==> src/rtl/capture_ctrl_pkg.sv <==
// Shared types and defaults for the ADC capture controller.
package capture_ctrl_pkg;
  localparam int AW_DEF = 15;
  localparam int DW_DEF = 9;

  typedef enum logic [1:0] {
    IDLE    = 2'd0,
    CAPTURE = 2'd1,
    DONE    = 2'd2
  } cap_state_e;
endpackage

==> src/rtl/capture_ctrl_if.sv <==
// Dual-port capture memory bus: write side from the FSM, read side from readback.
interface capture_ctrl_if import capture_ctrl_pkg::*; #(
  parameter int AW = AW_DEF,
  parameter int DW = DW_DEF
) ();
  logic          wen;
  logic [AW-1:0] waddr;
  logic          ren;
  logic [AW-1:0] raddr;
  logic [DW-1:0] rdata;

  modport master (output wen, waddr, ren, raddr, input rdata);
  modport slave  (input wen, waddr, ren, raddr, output rdata);
endinterface

==> src/rtl/capture_rdback.sv <==
// MDIO readback: registered read strobe, then capture of memory data one cycle later.
module capture_rdback import capture_ctrl_pkg::*; #(
  parameter int AW = AW_DEF,
  parameter int DW = DW_DEF
) (
  input  logic          clk,
  input  logic          rst,
  input  logic          read_pulse,
  input  logic [AW-1:0] read_addr,
  output logic          ren,
  output logic [AW-1:0] raddr,
  input  logic [DW-1:0] rdata,
  output logic [DW-1:0] rd_data,
  output logic          rd_valid
);
  localparam int STAGES = 2;

  // [1]: strobe on the memory, [2]: memory data present this cycle
  logic [STAGES:1] vld_pipe;

  always_ff @(posedge clk or posedge rst) begin
    if (rst) begin
      vld_pipe <= '0;
      raddr    <= '0;
      rd_data  <= '0;
      rd_valid <= 1'b0;
    end else begin
      vld_pipe <= {vld_pipe[STAGES-1:1], read_pulse};
      if (read_pulse) raddr <= read_addr;
      rd_valid <= vld_pipe[STAGES];
      if (vld_pipe[STAGES]) rd_data <= rdata;
    end
  end

  assign ren = vld_pipe[1];
endmodule

==> src/rtl/capture_ctrl.sv <==
// ADC capture controller: edge-driven FSM filling a capture memory, plus MDIO readback.
module capture_ctrl import capture_ctrl_pkg::*; #(
  parameter int AW = AW_DEF,
  parameter int DW = DW_DEF
) (
  input  logic            clk,
  input  logic            rst,
  input  logic            rf_capture_mode,
  input  logic            rf_capture_start,
  input  logic            rf_capture_again,
  input  logic            adc_vld,
  capture_ctrl_if.master  mem,
  input  logic            rf_mdio_read_pulse,
  input  logic [AW-1:0]   rf_mdio_memory_addr,
  output logic [DW-1:0]   mdio_rd_data,
  output logic            mdio_rd_valid,
  output logic            capture_busy,
  output logic            capture_done,
  output logic            capture_wrap
);
  localparam logic [AW-1:0] PTR_MAX = '1;

  cap_state_e    state, state_nxt;
  logic [AW-1:0] ptr, ptr_nxt;
  logic          wrap, wrap_nxt;
  logic          start_q, again_q;
  logic          start_rise, start_fall, again_rise;
  logic          wen;

  assign start_rise = rf_capture_start & ~start_q;
  assign start_fall = ~rf_capture_start & start_q;
  assign again_rise = rf_capture_again & ~again_q;

  always_ff @(posedge clk or posedge rst) begin
    if (rst) begin
      state   <= IDLE;
      ptr     <= '0;
      wrap    <= 1'b0;
      start_q <= 1'b0;
      again_q <= 1'b0;
    end else begin
      state   <= state_nxt;
      ptr     <= ptr_nxt;
      wrap    <= wrap_nxt;
      start_q <= rf_capture_start;
      again_q <= rf_capture_again;
    end
  end

  always_comb begin
    state_nxt = state;
    ptr_nxt   = ptr;
    wrap_nxt  = wrap;
    wen       = 1'b0;
    unique case (state)
      IDLE: begin
        if (start_rise) begin
          state_nxt = CAPTURE;
          ptr_nxt   = '0;
          wrap_nxt  = 1'b0;
        end
      end
      CAPTURE: begin
        wen = adc_vld;
        if (adc_vld) begin
          if (ptr == PTR_MAX) begin
            // single-shot parks on the last address; continuous rolls over
            if (rf_capture_mode) begin
              ptr_nxt  = '0;
              wrap_nxt = 1'b1;
            end else begin
              state_nxt = DONE;
            end
          end else begin
            ptr_nxt = ptr + 1'b1;
          end
        end
        if (start_fall) state_nxt = DONE;
      end
      DONE: begin
        if (start_fall) begin
          state_nxt = IDLE;
        end else if (again_rise) begin
          state_nxt = CAPTURE;
          ptr_nxt   = '0;
          wrap_nxt  = 1'b0;
        end
      end
      default: state_nxt = IDLE;
    endcase
  end

  assign mem.wen      = wen;
  assign mem.waddr    = ptr;
  assign capture_busy = (state == CAPTURE);
  assign capture_done = (state == DONE);
  assign capture_wrap = wrap;

  capture_rdback #(.AW(AW), .DW(DW)) u_rdback (
    .clk        (clk),
    .rst        (rst),
    .read_pulse (rf_mdio_read_pulse),
    .read_addr  (rf_mdio_memory_addr),
    .ren        (mem.ren),
    .raddr      (mem.raddr),
    .rdata      (mem.rdata),
    .rd_data    (mdio_rd_data),
    .rd_valid   (mdio_rd_valid)
  );
endmodule

==> src/flat_wrapper.sv <==
// flat-port wrapper written by rule: the top's interface ports become plain ports
module capture_ctrl_flat import capture_ctrl_pkg::*;
#(
  parameter int AW = AW_DEF,
  parameter int DW = DW_DEF
)
  (clk, rst, rf_capture_mode, rf_capture_start, rf_capture_again, adc_vld, rf_mdio_read_pulse, rf_mdio_memory_addr, mdio_rd_data, mdio_rd_valid, capture_busy, capture_done, capture_wrap, mem_wen, mem_waddr, mem_ren, mem_raddr, mem_rdata);
  capture_ctrl_if #(.AW(AW), .DW(DW)) mem_i ();
  input  logic clk;
  input  logic rst;
  input  logic rf_capture_mode;
  input  logic rf_capture_start;
  input  logic rf_capture_again;
  input  logic adc_vld;
  input  logic rf_mdio_read_pulse;
  input  logic [AW-1:0] rf_mdio_memory_addr;
  output logic [DW-1:0] mdio_rd_data;
  output logic mdio_rd_valid;
  output logic capture_busy;
  output logic capture_done;
  output logic capture_wrap;
  output wire logic [$bits(mem_i.wen)-1:0] mem_wen;
  output wire logic [$bits(mem_i.waddr)-1:0] mem_waddr;
  output wire logic [$bits(mem_i.ren)-1:0] mem_ren;
  output wire logic [$bits(mem_i.raddr)-1:0] mem_raddr;
  input wire logic [$bits(mem_i.rdata)-1:0] mem_rdata;
  assign mem_wen = mem_i.wen;
  assign mem_waddr = mem_i.waddr;
  assign mem_ren = mem_i.ren;
  assign mem_raddr = mem_i.raddr;
  assign mem_i.rdata = mem_rdata;
  capture_ctrl #(.AW(AW), .DW(DW)) u_core (.clk(clk), .rst(rst), .rf_capture_mode(rf_capture_mode), .rf_capture_start(rf_capture_start), .rf_capture_again(rf_capture_again), .adc_vld(adc_vld), .mem(mem_i), .rf_mdio_read_pulse(rf_mdio_read_pulse), .rf_mdio_memory_addr(rf_mdio_memory_addr), .mdio_rd_data(mdio_rd_data), .mdio_rd_valid(mdio_rd_valid), .capture_busy(capture_busy), .capture_done(capture_done), .capture_wrap(capture_wrap));
endmodule
==> config.mk <==
export PLATFORM = sky130hd
export DESIGN_NAME = capture_ctrl_flat
export DESIGN_NICKNAME = d
export VERILOG_FILES = /design/src/rtl/capture_ctrl_pkg.sv /design/src/rtl/capture_ctrl_if.sv /design/src/rtl/capture_rdback.sv /design/src/rtl/capture_ctrl.sv /design/src/flat_wrapper.sv
export SDC_FILE = /design/constraint.sdc
export NUM_CORES = 1
export LEC_CHECK = 0
export CORE_ASPECT_RATIO = 1.1
export CORE_MARGIN = 1
export CORE_UTILIZATION = 30
export CTS_CLUSTER_DIAMETER = 80
export DETAILED_ROUTE_END_ITERATION = 7
export SLEW_MARGIN = 20
export SYNTH_ARGS = -nofsm -noshare
export SYNTH_HDL_FRONTEND = slang
export SYNTH_SLANG_ARGS = --single-unit
==> constraint.sdc <==
create_clock -name clk -period 3 [get_ports clk]
set_clock_uncertainty 0.2 [all_clocks]
set_input_delay 0.6 -clock clk [delete_from_list [all_inputs] [get_ports clk]]
set_output_delay 0.6 -clock clk [all_outputs]
set_load 0.02 [all_outputs]
Word-level counts from Yosys, hierarchy flattened
Index checks and enable logic that the tools add are counted.
Widths: inputs -> output; s select.
{"block": "classes", "order_cmp": 0, "bitwise": 6, "n_mul": 0, "div_mod_pow": 0, "n_eq_ne": 14, "n_shift": 0, "n_reduce_logical": 5, "mux": 23, "add_sub_neg": 1}
{"operator": "$mux 15", "n": 6}
{"operator": "$pmux 15 s3", "n": 1}
{"operator": "$add 15x1->15 const B", "n": 1}
{"operator": "$eq 15x15->1 const B", "n": 1}
{"operator": "$mux 2", "n": 7}
{"operator": "$mux 1", "n": 7}
{"operator": "$reduce_and 7->1", "n": 1}
{"operator": "$ne 2x1->1 const B", "n": 3}
{"operator": "$ne 2x2->1 const B", "n": 3}
{"operator": "$ne 3x1->1 const B", "n": 2}
{"operator": "$ne 3x2->1 const B", "n": 2}
{"operator": "$pmux 2 s3", "n": 1}
{"operator": "$reduce_and 6->1", "n": 1}
{"operator": "$reduce_and 5->1", "n": 1}
{"operator": "$and 1x1->1", "n": 3}
{"operator": "$ne 3x3->1 const B", "n": 1}
{"operator": "$not 1->1", "n": 3}
{"operator": "$pmux 1 s3", "n": 1}
{"operator": "$reduce_bool 3->1", "n": 1}
{"operator": "$eq 2x1->1 const B", "n": 1}
{"operator": "$eq 2x2->1 const B", "n": 1}
{"operator": "$logic_not 2->1", "n": 1}
{"block": "totals", "romBits": 0, "latch_bits": 0, "regBits": 47, "n_memories": 0, "output_inout_bits": 45, "ramBits": 0}

Logic depth before layout (Yosys ltp)
Gate-level depths: netlist of the first run.
{"block": "depth", "word_depth": 5, "mapped_depth": 8, "ltp_nobuf": 6}

By module
Synthesis of the first run repeated with hierarchy kept, for this count alone.
{"block": "unflattened", "hier_cells": 184, "area_unflattened_um2": 2193.4}
{"mod": "capture_ctrl", "cells_per_inst": 129, "seq_area_each_um2": 500.5, "area_each_um2": 1169.9, "n_inst": 1}
{"mod": "capture_rdback", "cells_per_inst": 55, "seq_area_each_um2": 675.6, "area_each_um2": 1023.5, "n_inst": 1}

Worst setup path before layout of the first run
Ideal clock, no wire load.
{"block": "synth_path", "kind": "register to register", "start": "register u_core.ptr[0] (netlist: u_core.mem.waddr[0])", "end": "register u_core.ptr[4] (netlist: u_core.mem.waddr[4])", "setup_time_ns": 0.073, "required_ns": 2.727, "slack_ns": 0.652, "path_buffers": 2, "stages_incl_launch_ff": 9, "t_arrival_ns": 2.075, "synth_period_minus_slack_ns": 2.348, "path_cell_list": "dfrtp_1 > ha_1 > nand4_1 > nor4_4 > nor3b_4 > buf_6 > buf_12 > o31ai_1 > a21oi_2"}
{"block": "synth_via", "elab_chain_cells": 4, "elab_cells_between_ends": 7, "cone_classes": "add/sub (1); eq/ne (2); mux (3); reduce/logical (1)"}
{"item": "start, declared", "line_no": "capture_ctrl.sv:24", "text": "logic [AW-1:0] ptr, ptr_nxt;"}
{"item": "start signal, assigned", "line_no": "capture_ctrl.sv:43", "text": "ptr <= ptr_nxt;"}
{"item": "$add 15x1->15 / $eq 15x15->1 (equally long branches)", "line_no": "capture_ctrl.sv:75, capture_ctrl.sv:66"}
{"item": "$mux 15", "line_no": "capture_ctrl.sv:66", "text": "if (ptr == PTR_MAX) begin"}
{"item": "$mux 15", "line_no": "capture_ctrl.sv:65", "text": "if (adc_vld) begin"}
{"item": "$pmux 15 s3", "line_no": "capture_ctrl.sv:55", "text": "unique case (state)"}
Parallel ways exist; a longest one is shown, timed or not. The select of a mux whose other input is x is not followed.
A chain may end at the register's enable or synchronous reset.

Worst setup path in the final report of the first run
{"block": "layout_path", "start": "input port adc_vld", "end": "output port mem_wen"}
{"block": "layout_via", "elab_chain_cells": 1}
{"item": "start, declared", "line_no": "flat_wrapper.sv:14", "text": "input logic adc_vld;"}
{"item": "$mux 1", "line_no": "capture_ctrl.sv:55"}
{"item": "end, declared", "line_no": "flat_wrapper.sv:22", "text": "output wire logic [$bits(mem_i.wen)-1:0] mem_wen;"}
Every way passes these cells.

==> results of run 1 <==
==> power by group <==
| part | internal [W] | leakage, nW | total, W | switching [W] |
|---|---|---|---|---|
| Clock | 0.000168 | 0.0454 | 0.000390 | 0.000222 |
| Combinational | 0.000225 | 0.587 | 0.000490 | 0.000265 |
| Sequential | 0.000694 | 0.587 | 0.000748 | 0.0000541 |
==> worst paths after layout <==
kind                                               endpoint  slack (ps)
worst max-delay path                                mem_wen         280
worst min-delay path            u_core.u_rdback.vld_pipe[2]         180
worst max register to register          u_core.mem.waddr[3]         550
worst min register to register  u_core.u_rdback.vld_pipe[2]         180
max in group asynchronous          u_core.u_rdback.raddr[5]        1690
min in group asynchronous        u_core.u_rdback.rd_data[4]         410
==> area by class of cell <==
cell class	instances	area share, %
clock buffers	6	2.33
multi-input cells	110	28.8
well taps	85	3.42
clock inverters	2	0.563
inverters	9	1.09
flip-flops and latches	47	37.8
repair buffers	81	26.0
==> cells by family after synthesis <==
family | after synthesis | share of synthesized area [%]
AND/OR/NAND/NOR | 48 | 15.7
buffers and inverters | 17 | 4.33
flip-flops | 47 | 54.3
multiplexers | 24 | 12.5
adder cells (fa/ha/maj) | 1 | 0.577
AO/OA/AOI/OAI | 37 | 12.6
==> sequential cells by signal (all words and copies together), names as in the netlist <==
name,flops
u_core.u_rdback.vld_pipe,2
u_core.start_q,1
u_core.capture_wrap,1
u_core.u_rdback.raddr,15
u_core.state,2
u_core.mem.waddr,15
u_core.again_q,1
u_core.u_rdback.rd_valid,1
u_core.u_rdback.rd_data,9
==> placed cells by master, fill, tap and decap left out, drive strengths merged, types with 5 or more instances in the layout <==
cell	count
inv	9
buf	6
o31ai	10
nand2	7
nand3	6
clkbuf	6
or4	10
mux2	24
o21ai	6
dfrtp	47
a21oi	14
nor2	5
clkdlybuf4s50	75
==> routing by layer <==
metal | vias up | part of all wire, % | wire, um | global-route usage, %
met1 | 835 | 43 | 2140 | 16.7
met2 | 38 | 50 | 2490 | 23.3
met5 | - | 0 | 0 | 0
li1 | 816 | - | - | -
met4 | 0 | 2.2 | 109 | 5.75
met3 | 9 | 3.9 | 195 | 3.45
==> stage by stage <==
stage | setup WS [ps] | util, % | hold WS, ps
3_3_place_gp | 127 | 43.1 | 160
4_1_cts | 275 | 44.4 | 187
6_report | 284 | 44.4 | 179
5_1_grt | 231 | 44.4 | 210
3_5_place_dp | 57.1 | 43.1 | 159
2_1_floorplan | 652 | - | 152
==> implementation parameters, run 1 <==
Parameter                              Value

Status
  Result of the run    finished, final reports clean

Placement
  Final estimated routing congestion in global placement    0.746
  Input/output buffers    75
  HPWL Detailed    3620 um
  Dpl cells    332
  Cell area reported after detailed placement    3020 um^2

Global routing
  Wire length of the first global-routing pass    8300 um
  Remaining Overflow, GRT    0
  Vias in the first global route    1,648
  Largest net degree at the start of global routing    30
  All-Layer GR Usage    13.8%
  Number of antenna violations at the first check in global routing    0

Timing
  Hold Violations, Final    0
  Worst slew pin tran    825 ps
  Period minus WS final    2720 ps
  Setup Viol. Count Final    0
  Max Slew Vio Count    0
  Max Fclk    368 MHz
  Final TNS setup    0 ps
  Unrepaired setup endpoints after global routing    false
  Post-route fraction of the period consumed by the critical path    90.5%
  Max_slew headroom    44.9%

Yosys
  Most common cell in the netlist    sky130_fd_sc_hd__dfrtp_1
  Share of async-settable or async-resettable flops after synthesis    100%
  Post-synthesis cell count    174
  Total of warnings raised by yosys    0
  Post-Syn Nets    206
  Top cell types by occurrence after synthesis    sky130_fd_sc_hd__dfrtp_1, sky130_fd_sc_hd__mux2_2, sky130_fd_sc_hd__o31ai_1
  Count of flip-flops with a built-in enable after synthesis    0
  Post-Synthesis Cell Area    2170 um^2
  Fraction of synthesized cell area taken by the top area cell type    54.3%
  Primary FF master, synth    sky130_fd_sc_hd__dfrtp_1
  Post-Synthesis Mean Instance Area    12.5 um^2
  Biggest area contributors in the synthesized netlist    sky130_fd_sc_hd__dfrtp_1, sky130_fd_sc_hd__mux2_2, sky130_fd_sc_hd__or4_2
  Netlist cell types    40
  Cell type with the largest total area after synthesis    sky130_fd_sc_hd__dfrtp_1
  Register area share after synthesis    54.3%
  Post-synthesis sequential element count    47

Die
  Die area    7570 um^2
  Core area    7010 um^2
  Site Rows    32
  Horizontal die dimension    83.0 um
  Initial cell density of the core    30.9%
  Height of the chip    91.1 um
  I/O pin total    76

Final layout
  Filler-free cell count of the finished design    340
  Final instance area    3110 um^2
  Final Net Count    286
  Fill count    668
  Share of final-layout standard cells stronger than drive strength 1    25.5%
  Register Area    1180 um^2
  Multi-input gate area    897 um^2
  # diodes    0
  Area growth from synthesis to layout    43.6%

Setup path
  Critical Path RT    2200 ps
  Startpoint of the worst-slack reg-to-reg timing path    u_core.mem.waddr[0]
  Worst Setup Start Kind    input pin
  Number of cells on the critical path    4
  Critical path class    input pin to output pin
  Arrival time at the worst endpoint    1920 ps
  Critical path fanouts, max    3
  Crit path max-delay cell type    sky130_fd_sc_hd__clkdlybuf4s50_1
  Family with the most delay on the worst path    buffers and inverters
  Most frequent CP cell    sky130_fd_sc_hd__clkdlybuf4s50_1
  Launch point of the critical path    adc_vld
  CP Cell Sequence    clkdlybuf4s50_1 > nand3b_1 > inv_1 > clkdlybuf4s50_1
  Buffers plus inverters on the worst setup path    3
  Slowest Stage Delay on Critical Path    590 ps
  Worst Reg-to-Reg Cells    7
  CP Capture Type    output pin

CTS
  H-tree level count    2
  TritonCTS sink count    47
  Gates resized, CTS repair    0
  Clock slew at the register clock pins of the worst setup and hold paths    90 ps
  CTS tree    yes
  Worst-Skew Late Latency    300 ps
  Post-CTS setup repair buffer count    0
  Number of hold-repair buffers added at the cts stage    0
  Total clock buffers created by CTS    5
  Max Buffers Root-to-Sink    2
  Master cell of the clock root buffer    sky130_fd_sc_hd__clkbuf_8

Power and ir drop
  P per Cell Area    523 nW/um^2
  PnR Total Power    0.00163 W
  Total leakage power    1.22 nW
  Worst IR drop on VDD    0.256 mV

Min path
  Startpoint of the lowest-slack hold path    u_core.u_rdback.vld_pipe[1]
  Path class of the lowest-slack min-delay path    flip-flop to flip-flop
  Hold Crit Depth    0

Route
  Number of antenna-violating nets in the routed design    0
  Number of optimization iterations in the first detailed-route pass    4
  Number of DRC violations after detailed routing    0
  Vias per std cell    4.99
  Wire length per cell    14.5 um
  Total number of vias    1,698
  Total routed wirelength    4940 um
  Initial DRC count    63

Run
  Reported max-cap violation count    0
No activity file was read; power rests on OpenSTA's default activity.
==> run 2, diff against run 1 <==
==> constraint.sdc (replaced) <==
create_clock -name clk -period 2.6 [get_ports clk]
set_clock_uncertainty 0.2 [all_clocks]
set_input_delay 0.52 -clock clk [delete_from_list [all_inputs] [get_ports clk]]
set_output_delay 0.52 -clock clk [all_outputs]
set_load 0.02 [all_outputs]
==> run 2 against run 1 <==
Non-clock buffer count up 7. Die area unchanged. Combinational power up 23%. Cell area up 2.6%. Register-to-register slack worse by 330 ps. Global-route usage down 0.092 points. Sequential share of layout area down 0.95 points. Setup slack worse by 150 ps. Critical path type is now input pin to flip-flop. Largest power group unchanged.
==> implementation parameters, run 2 (synthesized netlist as in run 1, its figures left out) <==
Parameter                              Value

Status
  Result of the run    finished, final reports clean (unchanged)

Setup path
  Worst Setup Start Kind    input pin (unchanged)
  Critical path fanouts, max    20 (was 3)
  Arrival time at the worst endpoint    2490 ps (was 1920 ps)
  Startpoint of the worst-slack reg-to-reg timing path    u_core.mem.waddr[0] (unchanged)
  Reg-to-reg slack, setup    220 ps (was 550 ps)
  Worst Reg-to-Reg Cells    7 (unchanged)
  Critical path class    input pin to flip-flop (was input pin to output pin)
  Critical Path RT    2620 ps (was 2200 ps)
  CP Capture Type    flip-flop (was output pin)
  Endpoint of the worst-slack reg-to-reg timing path    u_core.mem.waddr[4] (was u_core.mem.waddr[3])

Run
  Reported max-cap violation count    0 (unchanged)

Die
  Site Rows    32 (unchanged)
  I/O pin total    76 (unchanged)
  Horizontal die dimension    83.0 um (unchanged)
  Core area    7010 um^2 (unchanged)
  Die area    7570 um^2 (unchanged)
  Initial cell density of the core    30.9% (unchanged)
  Height of the chip    91.1 um (unchanged)

Min path
  Hold Crit Depth    0 (unchanged)
  Path class of the lowest-slack min-delay path    flip-flop to flip-flop (unchanged)
  Endpoint of the worst hold path    u_core.u_rdback.vld_pipe[2] (unchanged)
  Startpoint of the lowest-slack hold path    u_core.u_rdback.vld_pipe[1] (unchanged)

Power and ir drop
  Sequential Power Share    43.4% (was 45.9%)
  Worst IR drop on VDD    0.325 mV (was 0.256 mV)
  Sw Pwr    0.000613 W (was 0.000541 W)
  P per Cell Area    622 nW/um^2 (was 523 nW/um^2)
  Total leakage power    1.28 nW (was 1.22 nW)
  Switching power as a share of total power    30.9% (was 33.2%)
  Part of the total power dissipated in combinational logic    30.4% (was 30.1%)
  Power Internal    0.00137 W (was 0.00109 W)
  Clock group share of total power    26.2% (was 24.0%)

Global routing
  Number of antenna violations at the first check in global routing    0 (unchanged)
  Vias in the first global route    1,690 (was 1,648)
  Wire length of the first global-routing pass    8340 um (was 8300 um)
  All-Layer GR Usage    13.7% (was 13.8%)
  Largest net degree at the start of global routing    28 (was 30)
  Remaining Overflow, GRT    0 (unchanged)

Final layout
  Most common cell after layout, fill and taps aside    sky130_fd_sc_hd__clkdlybuf4s50_1 (unchanged)
  Final instance area    3190 um^2 (was 3110 um^2)
  Area growth from synthesis to layout    47.3% (was 43.6%)
  Commonest non-fill, non-tap cells in the layout    sky130_fd_sc_hd__clkdlybuf4s50_1, sky130_fd_sc_hd__dfrtp_1, sky130_fd_sc_hd__mux2_2 (unchanged)
  Final Net Count    293 (was 286)
  Share of final-layout standard cells stronger than drive strength 1    27.2% (was 25.5%)
  Fill count    657 (was 668)
  # diodes    0 (unchanged)

Route
  Initial DRC count    66 (was 63)
  Vias per std cell    5.06 (was 4.99)
  Number of DRC violations after detailed routing    0 (unchanged)
  Wire length per cell    14.4 um (was 14.5 um)
  Total routed wirelength    5000 um (was 4940 um)
  Number of antenna-violating nets in the routed design    0 (unchanged)
  Number of optimization iterations in the first detailed-route pass    4 (unchanged)
  Total number of vias    1,750 (was 1,698)

Placement
  Cell area reported after detailed placement    3090 um^2 (was 3020 um^2)
  Final estimated routing congestion in global placement    0.731 (was 0.746)
  Input/output buffers    75 (unchanged)
  HPWL Detailed    3660 um (was 3620 um)

Timing
  Hold Violations, Final    0 (unchanged)
  Final TNS setup    0 ps (unchanged)
  Period minus WS final    2470 ps
  Setup Viol. Count Final    0 (unchanged)
  Post-route fraction of the period consumed by the critical path    95.0%
  Worst slew pin tran    675 ps (was 825 ps)
  Unrepaired setup endpoints after global routing    false (unchanged)
  Max Fclk    405 MHz
  Max Slew Vio Count    0 (unchanged)
  Max_slew headroom    54.9% (was 44.9%)

CTS
  Master cell of the clock root buffer    sky130_fd_sc_hd__clkbuf_8 (unchanged)
  Worst-Skew Late Latency    290 ps (was 300 ps)
  CTS tree    yes (unchanged)
  Max Buffers Root-to-Sink    2 (unchanged)
  Clock slew at the register clock pins of the worst setup and hold paths    80 ps (was 90 ps)
  H-tree level count    2 (unchanged)
  Total clock buffers created by CTS    5 (unchanged)
  Number of hold-repair buffers added at the cts stage    0 (unchanged)
  TritonCTS sink count    47 (unchanged)
==> run 2: what timing repair did <==
action,CTS,global route
buffers inserted,0,0
setup endpoints to repair,0,1
resized for setup,0,1
==> run 2: critical path: stages <==
cell	delay (ps)
sky130_fd_sc_hd__clkdlybuf4s50_1	490
sky130_fd_sc_hd__inv_1	50
sky130_fd_sc_hd__o41ai_2	350
sky130_fd_sc_hd__nor2_2	220
sky130_fd_sc_hd__or4_2	690
sky130_fd_sc_hd__a21oi_2	150
==> run 2: worst max path at each step <==
stage                        start                  end  slack (ps)
6_report          rf_capture_start  u_core.mem.waddr[4]         130
5_1_grt           rf_capture_start  u_core.mem.waddr[3]          10
4_1_cts                    adc_vld              mem_wen          30
3_5_place_dp      rf_capture_start  u_core.mem.waddr[8]        -200
3_3_place_gp      rf_capture_start  u_core.mem.waddr[7]        -130
2_1_floorplan  u_core.mem.waddr[0]  u_core.mem.waddr[4]         250
==> run 2: final cells by class <==
type                       instances  area [um^2]  share of cell area (%)
clock buffer                       6         72.6                    2.27
clock inverter                     1         30.0                   0.941
inverter                           9         33.8                    1.06
multi-input combinational        110          897                    28.1
sequential                        47         1180                    36.8
tap                               85          106                    3.33
timing repair buffer              88          876                    27.4
==> run 2: metal layers <==
metal / track usage (%) / wire, um
met3: 3.18 / 204
met4: 5.60 / 62
met2: 22.6 / 2520
met1: 17.3 / 2210
met5: 0 / 0
==> run 2: power groups by stage <==
stage | sequential, W | combinational, W | clock, W
after floorplan | 0.000932 | 0.000250 | 0
after global placement | 0.000875 | 0.000608 | 0
after detailed placement | 0.000878 | 0.000612 | 0
after CTS | 0.000863 | 0.000615 | 0.000539
after global routing | 0.000875 | 0.000653 | 0.000563
final | 0.000862 | 0.000604 | 0.000519
==> run 2: per-stage QoR <==
stage,total power [W],cells,worst slack [ps],hold WS [ps],utilization [%]
after floorplan,0.00118,174,252,152,-
after global placement,0.00148,339,-132,161,44.1
after detailed placement,0.00149,339,-195,163,44.1
after CTS,0.00202,346,29.0,178,45.5
after global routing,0.00209,346,9.87,189,45.6
final,0.00199,346,130,175,45.6
